[config.mk]
export PLATFORM = sky130hd
export DESIGN_NAME = mem_access_ctrl
export DESIGN_NICKNAME = d
export VERILOG_FILES = /design/src/rtl/mem_defs.sv /design/src/rtl/mem_timeout_ctr.sv /design/src/rtl/mem_access_ctrl.sv
export SDC_FILE = /design/constraint.sdc
export NUM_CORES = 1
export LEC_CHECK = 0
export CORE_ASPECT_RATIO = 2
export CORE_MARGIN = 2
export CORE_UTILIZATION = 45
export DETAILED_ROUTE_END_ITERATION = 8
export PLACE_DENSITY = 0.84
export SYNTH_ARGS = -nofsm -noshare
export SYNTH_HDL_FRONTEND = slang
export SYNTH_SLANG_ARGS = --single-unit
[constraint.sdc]
create_clock -name clk -period 4.26 [get_ports clk]
set_input_delay 0.852 -clock clk [delete_from_list [all_inputs] [get_ports clk]]
set_output_delay 0.852 -clock clk [all_outputs]
set_load 0.005 [all_outputs]
[src/rtl/mem_defs.sv]
// rtl/mem_defs.sv - shared definitions for the memory-stage access controller
// Purpose: FSM state encoding, timeout default and the data returned on an
//          abandoned access.
package mem_defs;

    typedef enum logic [1:0] {
        ST_IDLE = 2'd0,
        ST_BUSY = 2'd1,
        ST_DONE = 2'd2
    } mem_state_e;

    localparam int          TO_CYCLES_DEFAULT = 16;
    localparam logic [31:0] ERR_DATA          = 32'h0;

endpackage

[src/rtl/mem_timeout_ctr.sv]
// rtl/mem_timeout_ctr.sv - BUSY-cycle counter with terminal-count flag
// Purpose: counts cycles spent waiting for mem_ack; tc_o flags the last
//          permitted wait cycle (count == LIMIT-1).
// Ports:
//   clk    in  clock, rising edge
//   reset  in  asynchronous active-low reset
//   clr_i  in  synchronous clear (has priority over en_i)
//   en_i   in  count enable
//   tc_o   out terminal count reached
module mem_timeout_ctr #(
    parameter int LIMIT = 16
) (
    input  logic clk,
    input  logic reset,
    input  logic clr_i,
    input  logic en_i,
    output logic tc_o
);

    localparam int CW = (LIMIT > 2) ? $clog2(LIMIT) : 1;

    logic [CW-1:0] cnt_q;
    logic [CW-1:0] cnt_d;

    always_comb begin
        cnt_d = cnt_q;
        if (clr_i) begin
            cnt_d = '0;
        end else if (en_i) begin
            cnt_d = cnt_q + 1'b1;
        end
    end

    always_ff @(posedge clk or negedge reset) begin
        if (!reset) begin
            cnt_q <= '0;
        end else begin
            cnt_q <= cnt_d;
        end
    end

    assign tc_o = (cnt_q == CW'(LIMIT - 1));

endmodule

[src/rtl/mem_access_ctrl.sv]
// rtl/mem_access_ctrl.sv - M-stage data memory access controller
// Purpose: turns M-stage load/store requests into a req/ack handshake with a
//          multi-cycle data memory, stalls the pipeline until the access
//          finishes and flags misaligned, timed-out and illegal accesses.
// Ports:
//   clk, reset            clock / asynchronous active-low reset
//   MemReadM, MemWriteM   M-stage load / store
//   ALUOutM, WriteDataM   byte address / store data
//   ReadDataM             load data (capture register)
//   StallM                freeze F..M this cycle
//   MemErrM               error pulse for the current M instruction
//   mem_req, mem_we       request / write strobe to data memory
//   mem_addr, mem_wdata   registered address / write data
//   mem_ack, mem_rdata    one-cycle completion / read data from memory
module mem_access_ctrl
    import mem_defs::*;
#(
    parameter int WIDTH     = 32,
    parameter int TO_CYCLES = TO_CYCLES_DEFAULT
) (
    input  logic             clk,
    input  logic             reset,
    input  logic             MemReadM,
    input  logic             MemWriteM,
    input  logic [WIDTH-1:0] ALUOutM,
    input  logic [WIDTH-1:0] WriteDataM,
    output logic [WIDTH-1:0] ReadDataM,
    output logic             StallM,
    output logic             MemErrM,
    output logic             mem_req,
    output logic             mem_we,
    output logic [WIDTH-1:0] mem_addr,
    output logic [WIDTH-1:0] mem_wdata,
    input  logic             mem_ack,
    input  logic [WIDTH-1:0] mem_rdata
);

    mem_state_e       state_q, state_d;
    logic [WIDTH-1:0] addr_q, addr_d;
    logic [WIDTH-1:0] wdata_q, wdata_d;
    logic             we_q, we_d;
    logic [WIDTH-1:0] cap_q, cap_d;
    // Pending error for the DONE cycle: illegal access or timeout.
    logic             err_q, err_d;

    logic access;
    logic aligned;
    logic accept;
    logic ctr_clr;
    logic ctr_en;
    logic ctr_tc;

    assign access  = MemReadM | MemWriteM;
    assign aligned = (ALUOutM[1:0] == 2'b00);

    mem_timeout_ctr #(
        .LIMIT (TO_CYCLES)
    ) u_timeout_ctr (
        .clk   (clk),
        .reset (reset),
        .clr_i (ctr_clr),
        .en_i  (ctr_en),
        .tc_o  (ctr_tc)
    );

    always_comb begin
        state_d = state_q;
        StallM  = 1'b0;
        MemErrM = 1'b0;
        mem_req = 1'b0;
        accept  = 1'b0;
        ctr_clr = 1'b0;
        ctr_en  = 1'b0;
        cap_d   = cap_q;
        err_d   = err_q;

        case (state_q)
            ST_IDLE: begin
                if (access) begin
                    if (aligned) begin
                        StallM  = 1'b1;
                        accept  = 1'b1;
                        ctr_clr = 1'b1;
                        // Read+write together is carried out as a write but
                        // still reported once the access has finished.
                        err_d   = MemReadM & MemWriteM;
                        state_d = ST_BUSY;
                    end else begin
                        // Misaligned: no request, pipeline is allowed to move.
                        MemErrM = 1'b1;
                    end
                end
            end
            ST_BUSY: begin
                mem_req = 1'b1;
                StallM  = 1'b1;
                ctr_en  = 1'b1;
                // An ack on the limit cycle wins over the timeout.
                if (mem_ack) begin
                    if (!we_q) begin
                        cap_d = mem_rdata;
                    end
                    state_d = ST_DONE;
                end else if (ctr_tc) begin
                    cap_d   = WIDTH'(ERR_DATA);
                    err_d   = 1'b1;
                    state_d = ST_DONE;
                end
            end
            ST_DONE: begin
                MemErrM = err_q;
                state_d = ST_IDLE;
            end
            default: begin
                state_d = ST_IDLE;
            end
        endcase
    end

    // Request fields are captured only on acceptance so they stay stable
    // for the whole BUSY window.
    always_comb begin
        addr_d  = addr_q;
        wdata_d = wdata_q;
        we_d    = we_q;
        if (accept) begin
            addr_d  = ALUOutM;
            wdata_d = WriteDataM;
            we_d    = MemWriteM;
        end
    end

    always_ff @(posedge clk or negedge reset) begin
        if (!reset) begin
            state_q <= ST_IDLE;
            addr_q  <= '0;
            wdata_q <= '0;
            we_q    <= 1'b0;
            cap_q   <= '0;
            err_q   <= 1'b0;
        end else begin
            state_q <= state_d;
            addr_q  <= addr_d;
            wdata_q <= wdata_d;
            we_q    <= we_d;
            cap_q   <= cap_d;
            err_q   <= err_d;
        end
    end

    assign ReadDataM = cap_q;
    assign mem_we    = we_q;
    assign mem_addr  = addr_q;
    assign mem_wdata = wdata_q;

endmodule

* Word level (Yosys, flattened, before mapping) *
Index checks and enable logic that the tools add are counted.

storage, ports and cells
  logic and storage cells = 50
  bits in registers = 104
  output and inout port bits = 100
  input bits = 101

operators by class
  reduce and logical (&&, ||, !) cells = 8
  bitwise logic cells = 2
  mux-type cells = 23
  add/sub/neg operators = 1
  equal/unequal tests = 9

operators by type and width
  operator               number
  $mux W32               3
  $mux W1                10
  $ne A2 B2 Y1 const B   5
  $mux W2                4
  $mux W4                2
  $pmux W1 S2            3
  $reduce_and A3 Y1      2
  $reduce_bool A2 Y1     3
  $reduce_and A5 Y1      1
  $add A4 B1 Y4 const B  1
  $eq A4 B4 Y1 const B   1
  $logic_not A2 Y1       2
  $pmux W2 S2            1
  $ne A3 B3 Y1 const B   1
  $eq A2 B1 Y1 const B   1
  $eq A2 B2 Y1 const B   1
  $and A1 B1 Y1          1
  $or A1 B1 Y1           1

* Longest topological paths before layout *
  depth in word-level cells = 5
  depth in mapped cells = 6
  depth with buffers taken out = 4

* Modules after synthesis *
A second synthesis with hierarchy kept.

second synthesis, totals
  cell total of the unflattened synthesis = 247
  area, all modules = 3932.5 um^2

by module, submodules not included
  module           cells an instance  seq. area each (um^2)  times used  area each (um^2)
  mem_access_ctrl  230                2502.4                 1           3733.6
  mem_timeout_ctr  17                 100.1                  1           198.9

* Worst setup path before layout *
No wires, ideal clock.

  kind = in2out
  start point = in ALUOutM[1]
  end point = out StallM
  path buffers = 0
  cell stages on the path = 2
  arrival = 1.645 ns
  setup slack = 1.763 ns
  data required time = 3.408 ns
  path through = or4_4 o21ai_0

between the ends
  word-level cells in the longest chain between the ends = 4

ends and longest elaborated chain
  item              RTL line               source
  from (decl)       mem_access_ctrl.sv:25  input logic [WIDTH-1:0] ALUOutM,
  $logic_not A2 Y1  mem_access_ctrl.sv:54  assign aligned = (ALUOutM[1:0] == 2'b00);
  $mux W1           mem_access_ctrl.sv:80  if (aligned) begin
  $mux W1           mem_access_ctrl.sv:79  if (access) begin
  $pmux W1 S2       mem_access_ctrl.sv:77  case (state_q)
  to (decl)         mem_access_ctrl.sv:28  output logic StallM,

Every way passes these cells.

* Worst setup path in the final report *
Same ends and word-level chain as after synthesis.

==> parameters.txt <==
Parameter                              Value

Outcome
  Run status    complete, no violations

Synth
  Cell count after synthesis    292
  Cell area after technology mapping    4480 µm²
  Number of distinct library cells after synthesis    31
  Number of synthesized register bits    104
  Net count after synthesis    around 400
  Post-synth top area cell    dfrtp_1
  Ranking of synthesized cells by area    dfrtp_1 58%, mux2_4 19%, o2bb2ai_1 6.3%, a22oi_1 5.4%, buf_12 2.7%
  Top-area cell type share of the netlist area    0.581
  Seq/Total Area, Yosys    0.581
  Synthesis Warnings    0
  Avg Inst Size Synth    15.3 µm²

Floorplanning
  Number of rows created at floorplan    51
  CORE AREA    9700 µm²
  Total die area    10800 µm²
  DIE WIDTH    roughly 75 µm
  Initial Util    0.462
  Height of the die    145 µm
  Number of top-level design ports    201

Detailed routing
  Detailed Route WL    11900 µm
  Number of design-rule violations left by the first detailed-router iteration    150
  DR vias    roughly 3300
  Number of nets with antenna violations after detailed routing    0
  Number of DRC violations after detailed routing    0
  Average wire length per cell after detail routing    19.0 µm
  Vias/cell    5.26
  Detailed-router iteration count before antenna repair    6

Global route
  Via count of the first global-routing pass    3638
  Global routing's busiest layer    met2
  GRT Total Usage    0.226
  Met3 GRT Util    0.0604
  Initial antenna violation count    0
  Global routing met1 resource utilization    0.242
  Met2 layer usage reported by global route    0.395
  Largest net degree at the start of global routing    73
  Sum of overflow across all layers after global routing    0
  Global-route wire length before repair    approximately 19000 µm

Worst setup path
  Biggest cell delay along the critical path    0.58 ns
  Worst setup EP type    primary output
  Startpoint types    primary input
  Worst Path Arrival    2.74 ns
  Maximum fanout count along the critical path    4
  Data required time at the worst endpoint    approximately 3.4 ns
  Ordered list of cells on the worst path    clkdlybuf4s50_1 -> or4_4 -> o21ai_0 -> clkdlybuf4s50_1
  Worst setup path class    in2out
  Reg2reg start    state_q[1]
  Dominant delay contributor by cell family on the critical path    buffers and inverters
  Crit path launch    ALUOutM[1]
  Most frequent cell on the critical path    clkdlybuf4s50_1
  Worst path slowest cell    clkdlybuf4s50_1
  Buf+Inv Stages, Crit Path    2

STA
  Slew margin rel.    0.322
  Setup WS post-layout    0.672 ns
  Setup repair after global routing missed its margin    false
  Count of endpoints failing setup in the final report    0
  Shortest clock period the worst path allows after layout    3.59 ns
  Highest clock frequency the design can meet    279 MHz
  Fin. Hold Viols    0
  Worst-case clock skew    0.00712 ns
  Sum of negative setup slack    0 ns
  Period utilization    0.842
  Transition time of the tightest slew-check pin    1.02 ns
  Slew Viols, Final    0

Power
  Leakage dissipation    0.00288 µW
  Total power density per cell area    between 500 and 600 nW/µm²
  Final Power    3900 µW
  Peak supply drop    approximately 0.00037 V

Layout
  Most frequent cells in the layout    199 x clkdlybuf4s50_1, 104 x dfrtp_1, 58 x mux2_4, 32 x a22oi_1, 32 x o2bb2ai_1
  Area grow syn2layout    53.3%
  Layout cells sized above 1    0.183
  Post-Route Utilization    0.708
  Number of nets in the final layout    593
  Diode insertion count for antenna repair    0
  Filler cell count    ~700
  Design Area, Final    6870 µm²
  Commonest non-fill, non-tap cell in the layout    clkdlybuf4s50_1

Placement
  Final GP Congestion    0.733
  Worst slack at placement    0.685 ns
  Placed inst area    6550 µm²
  # port buffers    200
  Post-DP HPWL    approximately 9000 µm

CTS
  CTS tree    done
  Root Buffer    clkbuf_16
  Postcts setup bufs    0
  H-tree depth    3
  CTS clock-pin slew for the worst setup and hold paths    0.07 ns
  Post-CTS Hold Fix Bufs    0
  CTS Buffer Depth    2
  Clock insertion delay at the later pin of the skew report    0.34 ns
  Post-cts resize count    0
  Number of buffers created by CTS    9
  Number of clock sinks    104

Hold path
  Hold_sp    mem_addr[0]
  Type of the worst min-delay path    reg2reg

Run
  Max-cap violations    0
## metrics by stage
stage	cells	hold WS, ns
CTS	628	0.493
global placement	612	0.472
floorplan	292	0.468
detailed placement	612	0.474
global route	628	0.522
finish	628	0.486
## worst paths after layout
kind                       depth (start not counted)  slack (ns)       endpoint
max reg2reg                                        4        1.84   mem_addr[10]
min reg2reg                                        1        0.49    mem_addr[0]
min in group asynchronous                          1        0.64   mem_wdata[3]
max                                                4        0.67         StallM
min                                                1        0.49    mem_addr[0]
max in group asynchronous                          2        2.84  ReadDataM[21]
## cell usage after synthesis
library cell / n
dfrtp_1: 104
mux2_4: 58
a22oi_1: 32
o2bb2ai_1: 32
clkbuf_1: 12
buf_12: 6
nand2_1: 5
inv_1: 4
mux2_2: 4
a21oi_1: 3
nor2b_1: 3
o21ai_0: 3
and2_1: 2
buf_2: 2
nand3_1: 2
nor2_1: 2
o22ai_1: 2
o31ai_1: 2
or2b_1: 2
a22o_1: 1
and3_1: 1
ha_1: 1
mux2i_1: 1
nor2_8: 1
nor3b_1: 1
nor4_1: 1
o21ai_1: 1
o221ai_1: 1
or3_1: 1
or4_4: 1
xor2_1: 1
## sequential cells by signal, summed over array words and instances, names as in the netlist
name / cells
ReadDataM: 32
err_q: 1
mem_addr: 32
mem_wdata: 32
mem_we: 1
state_q: 2
u_timeout_ctr.cnt_q: 4
## report_power, final
group / total (µW) / internal [µW] / switching, µW
logic: 1470 / 1020 / 450
clock network: 855 / 493 / 362
registers: 1570 / 1330 / 246
## per-layer routing
metal,routed length (µm),vias to the layer above
met5,0,-
met4,482,0
met3,861,33
met2,6380,157
met1,4190,1618
li1,-,1494
## logic make-up (layout without fill, tap and decap cells)
group | Yosys count | after routing | share of synthesized area
flops | 104 | 104 | 0.581
compound gates | 77 | 77 | 0.134
mux | 63 | 63 | 0.207
buf+inv | 24 | 228 | 0.0424
simple gates | 22 | 22 | 0.0313
fa+ha+maj | 1 | 1 | 0.00279
xor+xnor | 1 | 1 | 0.00196
## cell type report
class | count | area, µm² | area share
tap | 132 | 165 | 0.0240
clock inverter | 5 | 63.8 | 0.00929
sequential | 104 | 2600 | 0.379
clock buffer | 11 | 253 | 0.0368
multi-input combinational | 164 | 1700 | 0.247
inverter | 4 | 15.0 | 0.00219
timing repair buffer | 208 | 2070 | 0.302
Note: power is estimated with default switching activity, not from simulation.
